## config.mk

```make
export PLATFORM = sky130hd
export DESIGN_NAME = register_file_2r1w
export DESIGN_NICKNAME = d
export VERILOG_FILES = /design/src/rtl/regfile_pkg.sv /design/src/rtl/regfile_clear_seq.sv /design/src/rtl/register_file_2r1w.sv
export SDC_FILE = /design/constraint.sdc
export NUM_CORES = 1
export LEC_CHECK = 0
export ABC_AREA = 1
export CORE_MARGIN = 8
export CORE_UTILIZATION = 51
export DETAILED_ROUTE_END_ITERATION = 12
export GPL_TIMING_DRIVEN = 0
export PLACE_DENSITY = 0.7
export SLEW_MARGIN = 20
export SYNTH_ARGS = -nofsm -noshare
export SYNTH_HDL_FRONTEND = slang
export SYNTH_SLANG_ARGS = --single-unit
export TNS_END_PERCENT = 1
```

## constraint.sdc

```tcl
create_clock -name clk -period 2.3 [get_ports clk]
set_clock_uncertainty 0.15 [all_clocks]
set_input_delay 0.46 -clock clk [delete_from_list [all_inputs] [get_ports clk]]
set_output_delay 0.46 -clock clk [all_outputs]
set_load 0.01 [all_outputs]
```

## src/rtl/regfile_pkg.sv

```systemverilog
// Shared types and default sizes for the 2-read/1-write register file.
package regfile_pkg;

  typedef enum logic {
    ST_IDLE  = 1'b0,
    ST_CLEAR = 1'b1
  } state_t;

  localparam int unsigned DEF_WORD_SIZE  = 8;
  localparam int unsigned DEF_NUM_REG    = 16;
  localparam int unsigned DEF_INDEX_SIZE = 4;

endpackage

```

## src/rtl/regfile_clear_seq.sv

```systemverilog
// Clear-sweep sequencer: walks an index over 0..NUM_REG-1, one register per clock.
module regfile_clear_seq
  import regfile_pkg::*;
#(
  parameter int unsigned NUM_REG    = DEF_NUM_REG,
  parameter int unsigned INDEX_SIZE = DEF_INDEX_SIZE
) (
  input  logic                  clk,
  input  logic                  rst_n,
  input  logic                  clrReq,
  output logic                  clrBusy,
  output logic                  clrEn,
  output logic [INDEX_SIZE-1:0] clrIdx
);

  localparam logic [INDEX_SIZE-1:0] LAST_IDX = INDEX_SIZE'(NUM_REG - 1);

  state_t                  state_q, state_d;
  logic [INDEX_SIZE-1:0]   cnt_q, cnt_d;

  always_comb begin
    state_d = state_q;
    cnt_d   = cnt_q;
    case (state_q)
      ST_IDLE: begin
        if (clrReq) begin
          state_d = ST_CLEAR;
          cnt_d   = '0;
        end
      end
      ST_CLEAR: begin
        // Stop at the last real register so non-power-of-two sizes never wrap.
        if (cnt_q == LAST_IDX) begin
          state_d = ST_IDLE;
          cnt_d   = '0;
        end else begin
          cnt_d = cnt_q + INDEX_SIZE'(1);
        end
      end
      default: begin
        state_d = ST_IDLE;
        cnt_d   = '0;
      end
    endcase
  end

  always_ff @(posedge clk or negedge rst_n) begin
    if (!rst_n) begin
      state_q <= ST_IDLE;
      cnt_q   <= '0;
    end else begin
      state_q <= state_d;
      cnt_q   <= cnt_d;
    end
  end

  assign clrBusy = (state_q == ST_CLEAR);
  assign clrEn   = (state_q == ST_CLEAR);
  assign clrIdx  = cnt_q;

endmodule

```

## src/rtl/register_file_2r1w.sv

```systemverilog
// NUM_REG x WORD_SIZE register file, two combinational read ports, one write port,
// valid bits and a clear sweep. Define REGFILE_BYPASS_EN for write-through forwarding.
module register_file_2r1w
  import regfile_pkg::*;
#(
  parameter int unsigned WORD_SIZE  = DEF_WORD_SIZE,
  parameter int unsigned NUM_REG    = DEF_NUM_REG,
  parameter int unsigned INDEX_SIZE = DEF_INDEX_SIZE
) (
  input  logic                  clk,
  input  logic                  rst_n,
  input  logic                  loadReg,
  input  logic [INDEX_SIZE-1:0] wrAdd,
  input  logic [WORD_SIZE-1:0]  data_in,
  input  logic [INDEX_SIZE-1:0] rdAddA,
  input  logic [INDEX_SIZE-1:0] rdAddB,
  output logic [WORD_SIZE-1:0]  data_outA,
  output logic [WORD_SIZE-1:0]  data_outB,
  input  logic                  clrReq,
  output logic                  clrBusy,
  output logic                  wrDrop,
  output logic [NUM_REG-1:0]    regValid
);

  localparam logic [INDEX_SIZE:0] NUM_REG_W = (INDEX_SIZE + 1)'(NUM_REG);

  logic [WORD_SIZE-1:0]  regs_q [NUM_REG];
  logic [WORD_SIZE-1:0]  regs_d [NUM_REG];
  logic [NUM_REG-1:0]    valid_q, valid_d;
  logic                  wr_drop_q, wr_drop_d;
  logic                  clr_en;
  logic [INDEX_SIZE-1:0] clr_idx;
  logic                  addr_ok;
  logic                  wr_ok;

  regfile_clear_seq #(
    .NUM_REG    (NUM_REG),
    .INDEX_SIZE (INDEX_SIZE)
  ) u_clear_seq (
    .clk     (clk),
    .rst_n   (rst_n),
    .clrReq  (clrReq),
    .clrBusy (clrBusy),
    .clrEn   (clr_en),
    .clrIdx  (clr_idx)
  );

  assign addr_ok = ({1'b0, wrAdd} < NUM_REG_W);
  assign wr_ok   = loadReg && !clrBusy && addr_ok;

  // Writes only happen outside a sweep, so the write and clear paths never hit the same edge.
  always_comb begin
    regs_d    = regs_q;
    valid_d   = valid_q;
    wr_drop_d = loadReg && !wr_ok;
    for (int unsigned i = 0; i < NUM_REG; i++) begin
      if (wr_ok && (wrAdd == INDEX_SIZE'(i))) begin
        regs_d[i]  = data_in;
        valid_d[i] = 1'b1;
      end
      if (clr_en && (clr_idx == INDEX_SIZE'(i))) begin
        regs_d[i]  = '0;
        valid_d[i] = 1'b0;
      end
    end
  end

  always_ff @(posedge clk or negedge rst_n) begin
    if (!rst_n) begin
      for (int unsigned i = 0; i < NUM_REG; i++) begin
        regs_q[i] <= '0;
      end
      valid_q   <= '0;
      wr_drop_q <= 1'b0;
    end else begin
      regs_q    <= regs_d;
      valid_q   <= valid_d;
      wr_drop_q <= wr_drop_d;
    end
  end

  // Out-of-range read addresses match no entry and fall through to zero.
  always_comb begin
    data_outA = '0;
    data_outB = '0;
    for (int unsigned i = 0; i < NUM_REG; i++) begin
      if (rdAddA == INDEX_SIZE'(i)) data_outA = regs_q[i];
      if (rdAddB == INDEX_SIZE'(i)) data_outB = regs_q[i];
    end
`ifdef REGFILE_BYPASS_EN
    if (wr_ok && (rdAddA == wrAdd)) data_outA = data_in;
    if (wr_ok && (rdAddB == wrAdd)) data_outB = data_in;
`endif
  end

  assign wrDrop   = wr_drop_q;
  assign regValid = valid_q;

endmodule
```

==> impl_metrics.ini, run 1 <==
[run_status]
status = finished with violations
violations = setup timing

[pwr]
p_int_mw = 5.58
p_sw_frac = 0.334
p_comb_frac = 0.228
p_leak_nw = 4.61
peakVddDrop_uv = 678
clkPwrFrac = 0.369
power_frac_seq = 0.403
power_density_nw_per_um2 = 831
switchingPower_mw = 2.79

[critical_path]
reg2reg_from = u_clear_seq.clrBusy$_DFF_PN0_
cpMostUsedCell = nand4_1
cp_num_buf_inv = 1
crit_family = simple AND/OR/NAND/NOR gates
timing.rr.end = regs_q[118]$_DFFE_PN0P_
path_cells = nand3_1 -> nand3_1 -> nor2_2 -> nand4_1 -> nand2_1 -> nand4_1 -> nor3_2 -> nand4_1 -> dlygate4sd2_1
cp_data_arrival_time_ns = 2.17
critical-path-slowest-cell = dfrtp_1
crit_required_ns = 1.69
slowest_delay_ns = 0.43
timing.critical_path.from = regs_q[124]$_DFFE_PN0P_
rr_worst_depth = 8
crit_path_start_kind = flip-flop
crit_type = reg2out
crit_path_max_fanout = 3
critPathCaptureType = output port
r2r_slack_ns = 0

[cts]
clkSlewWorstSetupHoldPaths_ns = 0.07
clk_latency_ns = 0.44
cts_tree = built
cts_root_buffer = clkbuf_16
htree_levels = 4
cts_buffers = 17
clockBufferDepth = 2
clock_sinks = 150

[sta]
rsz0062_at_grt = true
setup_viol = 16
max-slew-margin-rel = 0.414
finalWorstSetupSlack_ns = -0.475
finalCritPeriodShare = 1.21
worst_pin_slew_ns = 0.876
hold_viol_final = 0
min_period_ns = 2.78
max_freq_ghz = 0.360
tns_ns = -6.55
hold_ws_ns = 0.341
slew_violations = 0

[hold_path]
worstHoldStart = regValid[4]$_DFFE_PN0P_
min_path_type = reg2reg
worstHoldEndpoint = regValid[4]$_DFFE_PN0P_
hold_depth = 2

[route]
drt-initial-drc-count = 1085
ant_nets = 0
wl_um = 29400
dr.pass1.iters = 5
wl_per_cell_um = 21.6
drc = 0
drt-vias-per-instance = 5.98
num_vias = 8149

[place]
dp_hpwl_um = 20100
portBuffers = 57
routabilityCongestion = 0.954

[floorplan]
num_rows = 45
dieArea_sq_um = 19800
core_area_sq_um = 15200
die_w_um = 141
die_h_um = 141
ios = 58
start_util = 0.521

[cells_and_area]
layout.nets = 1189
syn_to_final_growth_pct = 27.4
diodes = 0
drive_gt1_frac = 0.187
fillCellCount = 1304

[global_route]
first_global_vias = 7818
grtUsageTotal = 0.298
gr-total-overflow = 0
antenna_found_initial = 0
grt_pass1_wl_um = 44700
grt_max_degree = 90

[synth]
synth_cell_types = 25
yosys_register_bits = 150
synth_fp_nets = 1080
syn_area_per_cell_sq_um = 7.52
syn_area_sq_um = 7910
yosysSeqAreaShare = 0.474
synthCells = 1052
synth-warning-count = 0

[flow_run]
cap_viol_max_count = 0
==> sequential cells by signal, indices dropped and copies added (netlist names) <==
name / flops
u_clear_seq.clrBusy: 1
wrDrop: 1
regs_q: 128
regValid: 16
u_clear_seq.clrIdx: 4
==> cell usage after synthesis <==
cell,n,share of area
dfrtp_1,150,0.47
buf_2,3,0.0019
nor2_4,8,0.011
inv_1,125,0.059
o21ai_1,4,0.0025
nand4_1,36,0.028
clkbuf_1,20,0.0095
nand2_4,2,0.0028
ha_1,4,0.0063
nand3_1,141,0.089
nor2_1,82,0.039
nor3_2,4,0.0051
o21ai_2,3,0.0033
o21ai_0,72,0.046
o22ai_1,66,0.052
clkinv_1,1,0.00047
nand2_2,3,0.0024
inv_2,11,0.0052
nand2_1,269,0.13
buf_4,1,0.00095
buf_6,1,0.0014
a22o_1,1,0.0011
nor2_2,11,0.0087
a21oi_1,26,0.016
nor3_1,8,0.0051
==> worst max path at each step <==
| stage | cells after the start | to | slack (ns) |
|---|---|---|---|
| global placement | 1 | regValid[14]$_DFFE_PN0P_ | -5.62 |
| finish | 9 | data_outA[4] | -0.48 |
| CTS | 9 | data_outB[3] | -0.49 |
| detailed placement | 12 | data_outB[3] | -1.57 |
| floorplan | 12 | data_outA[3] | 0.18 |
| global route | 9 | data_outB[1] | -0.54 |
==> power by group through the flow <==
stage	clock (mW)	combinational (mW)	sequential [mW]
6_report	3.09	1.91	3.38
5_1_grt	3.19	2.07	3.43
4_1_cts	3.08	1.86	3.36
3_5_place_dp	0	1.78	3.40
3_3_place_gp	0	1.75	3.40
2_1_floorplan	0	0.950	3.36
==> cells in the final DEF (no fill, tap or decap), types with 9 or more instances in the layout <==
cell type	Yosys	layout
nand2_2	3	16
inv_1	125	118
clkbuf_1	20	18
o21ai_0	72	72
clkbuf_16	0	17
nor2_2	11	23
nand4_1	36	36
clkdlybuf4s50_1	0	32
o22ai_1	66	66
buf_2	3	13
nor2_4	8	30
buf_4	1	30
nand2_1	269	251
nor2_1	82	48
nand3_2	0	17
nand3_1	141	124
dfrtp_1	150	150
inv_2	11	14
a21oi_1	26	24
buf_6	1	9
==> cell type report <==
class / count / area (sq um) / share of cell area
Inverter: 137 / 526 / 0.0521
Buffer: 25 / 136 / 0.0135
Timing Repair Buffer: 90 / 817 / 0.0811
Sequential cell: 150 / 3750 / 0.372
Tap cell: 188 / 235 / 0.0233
Clock inverter: 13 / 196 / 0.0195
Multi-Input combinational cell: 740 / 3970 / 0.394
Clock buffer: 19 / 443 / 0.0439
==> worst min-delay path, stage by stage (launching register included) <==
cell,delay (ns)
dfrtp_1,0.35
nand2_1,0.05
nand2_1,0.06
==> per-stage QoR <==
step	cell area [sq um]	setup slack, ns	std cells	utilization	total power [mW]
floorplan	7910	0.180	1052	-	4.31
global placement	8720	-5.62	1297	0.574	5.15
detailed placement	8750	-1.57	1298	0.576	5.19
CTS	9980	-0.487	1360	0.656	8.31
global route	10100	-0.536	1362	0.663	8.69
finish	10100	-0.475	1362	0.663	8.38
==> routing by layer <==
metal | global-route usage | vias to the layer above | wire length [um]
li1 | - | 3730 | -
met1 | 0.413 | 3861 | 12400
met2 | 0.423 | 471 | 12700
met3 | 0.0820 | 87 | 3090
met4 | 0.145 | 0 | 1280
met5 | 0 | - | 0
==> cell families (layout without fill, tap and decap cells) <==
| group | Yosys count | count (layout) | share of synthesized area |
|---|---|---|---|
| and+or+nand+nor | 564 | 564 | 0.320 |
| AOI/OAI and AO/OA | 172 | 172 | 0.121 |
| buffers and inverters | 162 | 284 | 0.0787 |
| DFF | 150 | 150 | 0.474 |
| adders and majority gates | 4 | 4 | 0.00632 |
==> what timing repair did <==
| item | 4_1_cts | 5_1_grt |
|---|---|---|
| pin swaps | 67 | 56 |
| gates resized for setup | 204 | 38 |
| gates cloned | 1 | 0 |
| buffers inserted | 28 | 2 |
| hold buffers | 1 | 0 |
| endpoints found under the hold margin | 88 | 0 |
| endpoints found under the setup margin | 55 | 79 |
Note: power is estimated with default switching activity, not from simulation.
==> run 2, diff against run 1 <==
--- a/config.mk
+++ b/config.mk
@@ -11,7 +11,6 @@
 export DETAILED_ROUTE_END_ITERATION = 12
 export GPL_TIMING_DRIVEN = 0
 export PLACE_DENSITY = 0.7
-export SLEW_MARGIN = 20
 export SYNTH_ARGS = -nofsm -noshare
 export SYNTH_HDL_FRONTEND = slang
 export SYNTH_SLANG_ARGS = --single-unit
==> run 2 against run 1 <==
Net effect: the run still ends with setup timing left; combinational power about the same; critical path depth stayed put; clock-buffer cell count stayed put; final area is essentially flat; non-clock buffer count unchanged; worst setup slack gained 0.00078 ns; flip-flop and latch count stayed put; critical path type unchanged; highest routed layer unchanged.
==> impl_metrics.ini, run 2 (synthesis results as in run 1) <==
[cells_and_area]
postLayoutCellArea_sq_um = 10100
final_cell_mix = 251 x nand2_1, 150 x dfrtp_1, 124 x nand3_1, 118 x inv_1, 72 x o21ai_0
mostFrequentLayoutCell = nand2_1
largest_register_ffs = 128
diodes = 0
layout.nets = 1189
regMostFlops = regs_q
drive_gt1_frac = 0.187
syn_to_final_growth_pct = 27.3
fillCellCount = 1306

[route]
drt-vias-per-instance = 5.99
wl_um = 29400
drc = 0
wl_per_cell_um = 21.6
dr.pass1.iters = 5
drt-initial-drc-count = 1085
ant_nets = 0
num_vias = 8156

[floorplan]
die_h_um = 141
dieArea_sq_um = 19800
start_util = 0.521
core_area_sq_um = 15200
die_w_um = 141
ios = 58
num_rows = 45

[pwr]
peakVddDrop_uv = 678
switchingPower_mw = 2.79
p_sw_frac = 0.333
power_density_nw_per_um2 = 831
p_leak_nw = 4.61
clkPwrFrac = 0.369
p_int_mw = 5.58
p_comb_frac = 0.228
power_frac_seq = 0.403

[sta]
finalCritPeriodShare = 1.21
hold_viol_final = 0
hold_ws_ns = 0.341
rsz0062_at_grt = true
setup_viol = 16
finalWorstSetupSlack_ns = -0.474
slew_violations = 0
worst_pin_slew_ns = 0.875
min_period_ns = 2.77
max_freq_ghz = 0.360
max-slew-margin-rel = 0.414

[global_route]
first_global_vias = 7818
met3_usage = 0.0820
use_met2 = 0.423
grt_pass1_wl_um = 44700
grtUsageTotal = 0.298
grt_max_degree = 90
gr-total-overflow = 0
grt_busiest_layer = met2
gr-usage-met1 = 0.413
antenna_found_initial = 0

[cts]
clockBufferDepth = 2
clock_sinks = 150
cts_buffers = 17
cts_tree = built
cts_root_buffer = clkbuf_16
clkSlewWorstSetupHoldPaths_ns = 0.07
htree_levels = 4
clk_latency_ns = 0.44

[place]
portBuffers = 57
routabilityCongestion = 0.954
dp_hpwl_um = 20100
dpl-instance-area_sq_um = 8750

[critical_path]
crit_path_start_kind = flip-flop
cp_data_arrival_time_ns = 2.16
crit_required_ns = 1.69
crit_type = reg2out
critPathCaptureType = output port
crit_path_max_fanout = 3

[run_status]
violations = setup timing
status = finished with violations

[flow_run]
cap_viol_max_count = 0

[hold_path]
min_path_type = reg2reg
## run 2: power groups by stage
stage                     Clock, mW  Combinational (mW)  Sequential, mW
after floorplan                   0               0.950            3.36
after global placement            0                1.75            3.40
after detailed placement          0                1.78            3.40
after CTS                      3.08                1.86            3.36
after global routing           3.19                2.07            3.43
final                          3.09                1.91            3.38
## run 2: routing by layer
| metal | vias to the layer above | routed length, um |
|---|---|---|
| met5 | - | 0 |
| met4 | 0 | 1290 |
| met3 | 88 | 3020 |
| met2 | 468 | 12700 |
| met1 | 3869 | 12400 |
| li1 | 3731 | - |
## run 2: per-stage QoR
step / utilization / cells / total power [mW] / TNS, ns / setup WS (ns)
3_5_place_dp: 0.575 / 1298 / 5.19 / -65.02 / -1.57
3_3_place_gp: 0.574 / 1297 / 5.15 / -903.09 / -5.62
2_1_floorplan: - / 1052 / 4.31 / 0 / 0.180
6_report: 0.663 / 1362 / 8.38 / -6.54 / -0.474
4_1_cts: 0.656 / 1360 / 8.31 / -7.05 / -0.487
5_1_grt: 0.663 / 1362 / 8.69 / -8.22 / -0.536
## run 2: final timing paths
check | start | end | slack [ns] | depth (start not counted)
max | regs_q[124]$_DFFE_PN0P_ | data_outA[4] | -0.47 | 9
min in group asynchronous | rst_n | regValid[5]$_DFFE_PN0P_ | 0.53 | 2
max in group asynchronous | rst_n | regs_q[13]$_DFFE_PN0P_ | 0.65 | 3
max reg2reg | u_clear_seq.clrBusy$_DFF_PN0_ | regs_q[118]$_DFFE_PN0P_ | 0 | 8
min reg2reg | regValid[4]$_DFFE_PN0P_ | regValid[4]$_DFFE_PN0P_ | 0.34 | 2
min | regValid[4]$_DFFE_PN0P_ | regValid[4]$_DFFE_PN0P_ | 0.34 | 2
## run 2: area by class of cell
cell class | count | area, sq um | share of cell area
Inverter | 137 | 526 | 0.0522
Tap cell | 188 | 235 | 0.0233
Multi-Input combinational cell | 740 | 3970 | 0.394
Sequential cell | 150 | 3750 | 0.373
Clock buffer | 19 | 443 | 0.0440
Clock inverter | 13 | 196 | 0.0195
Timing Repair Buffer | 90 | 813 | 0.0807
Buffer | 25 | 136 | 0.0135
## run 2: timing repair
item / 4_1_cts / 5_1_grt
gates cloned: 1 / 0
buffers inserted: 28 / 2
gates resized for setup: 204 / 38
pin swaps: 67 / 56
endpoints found under the hold margin: 18 / 0
hold buffers: 1 / 0
setup endpoints to repair: 55 / 79
## run 2: worst max-delay path, stage by stage, from the launching register on
cell and delay, ns:
dfrtp_1 0.43, nand3_1 0.10, nand3_1 0.09, nor2_2 0.14
nand4_1 0.13, nand2_1 0.12, nand4_1 0.16, nor3_2 0.16
nand4_1 0.10, dlygate4sd2_1 0.30
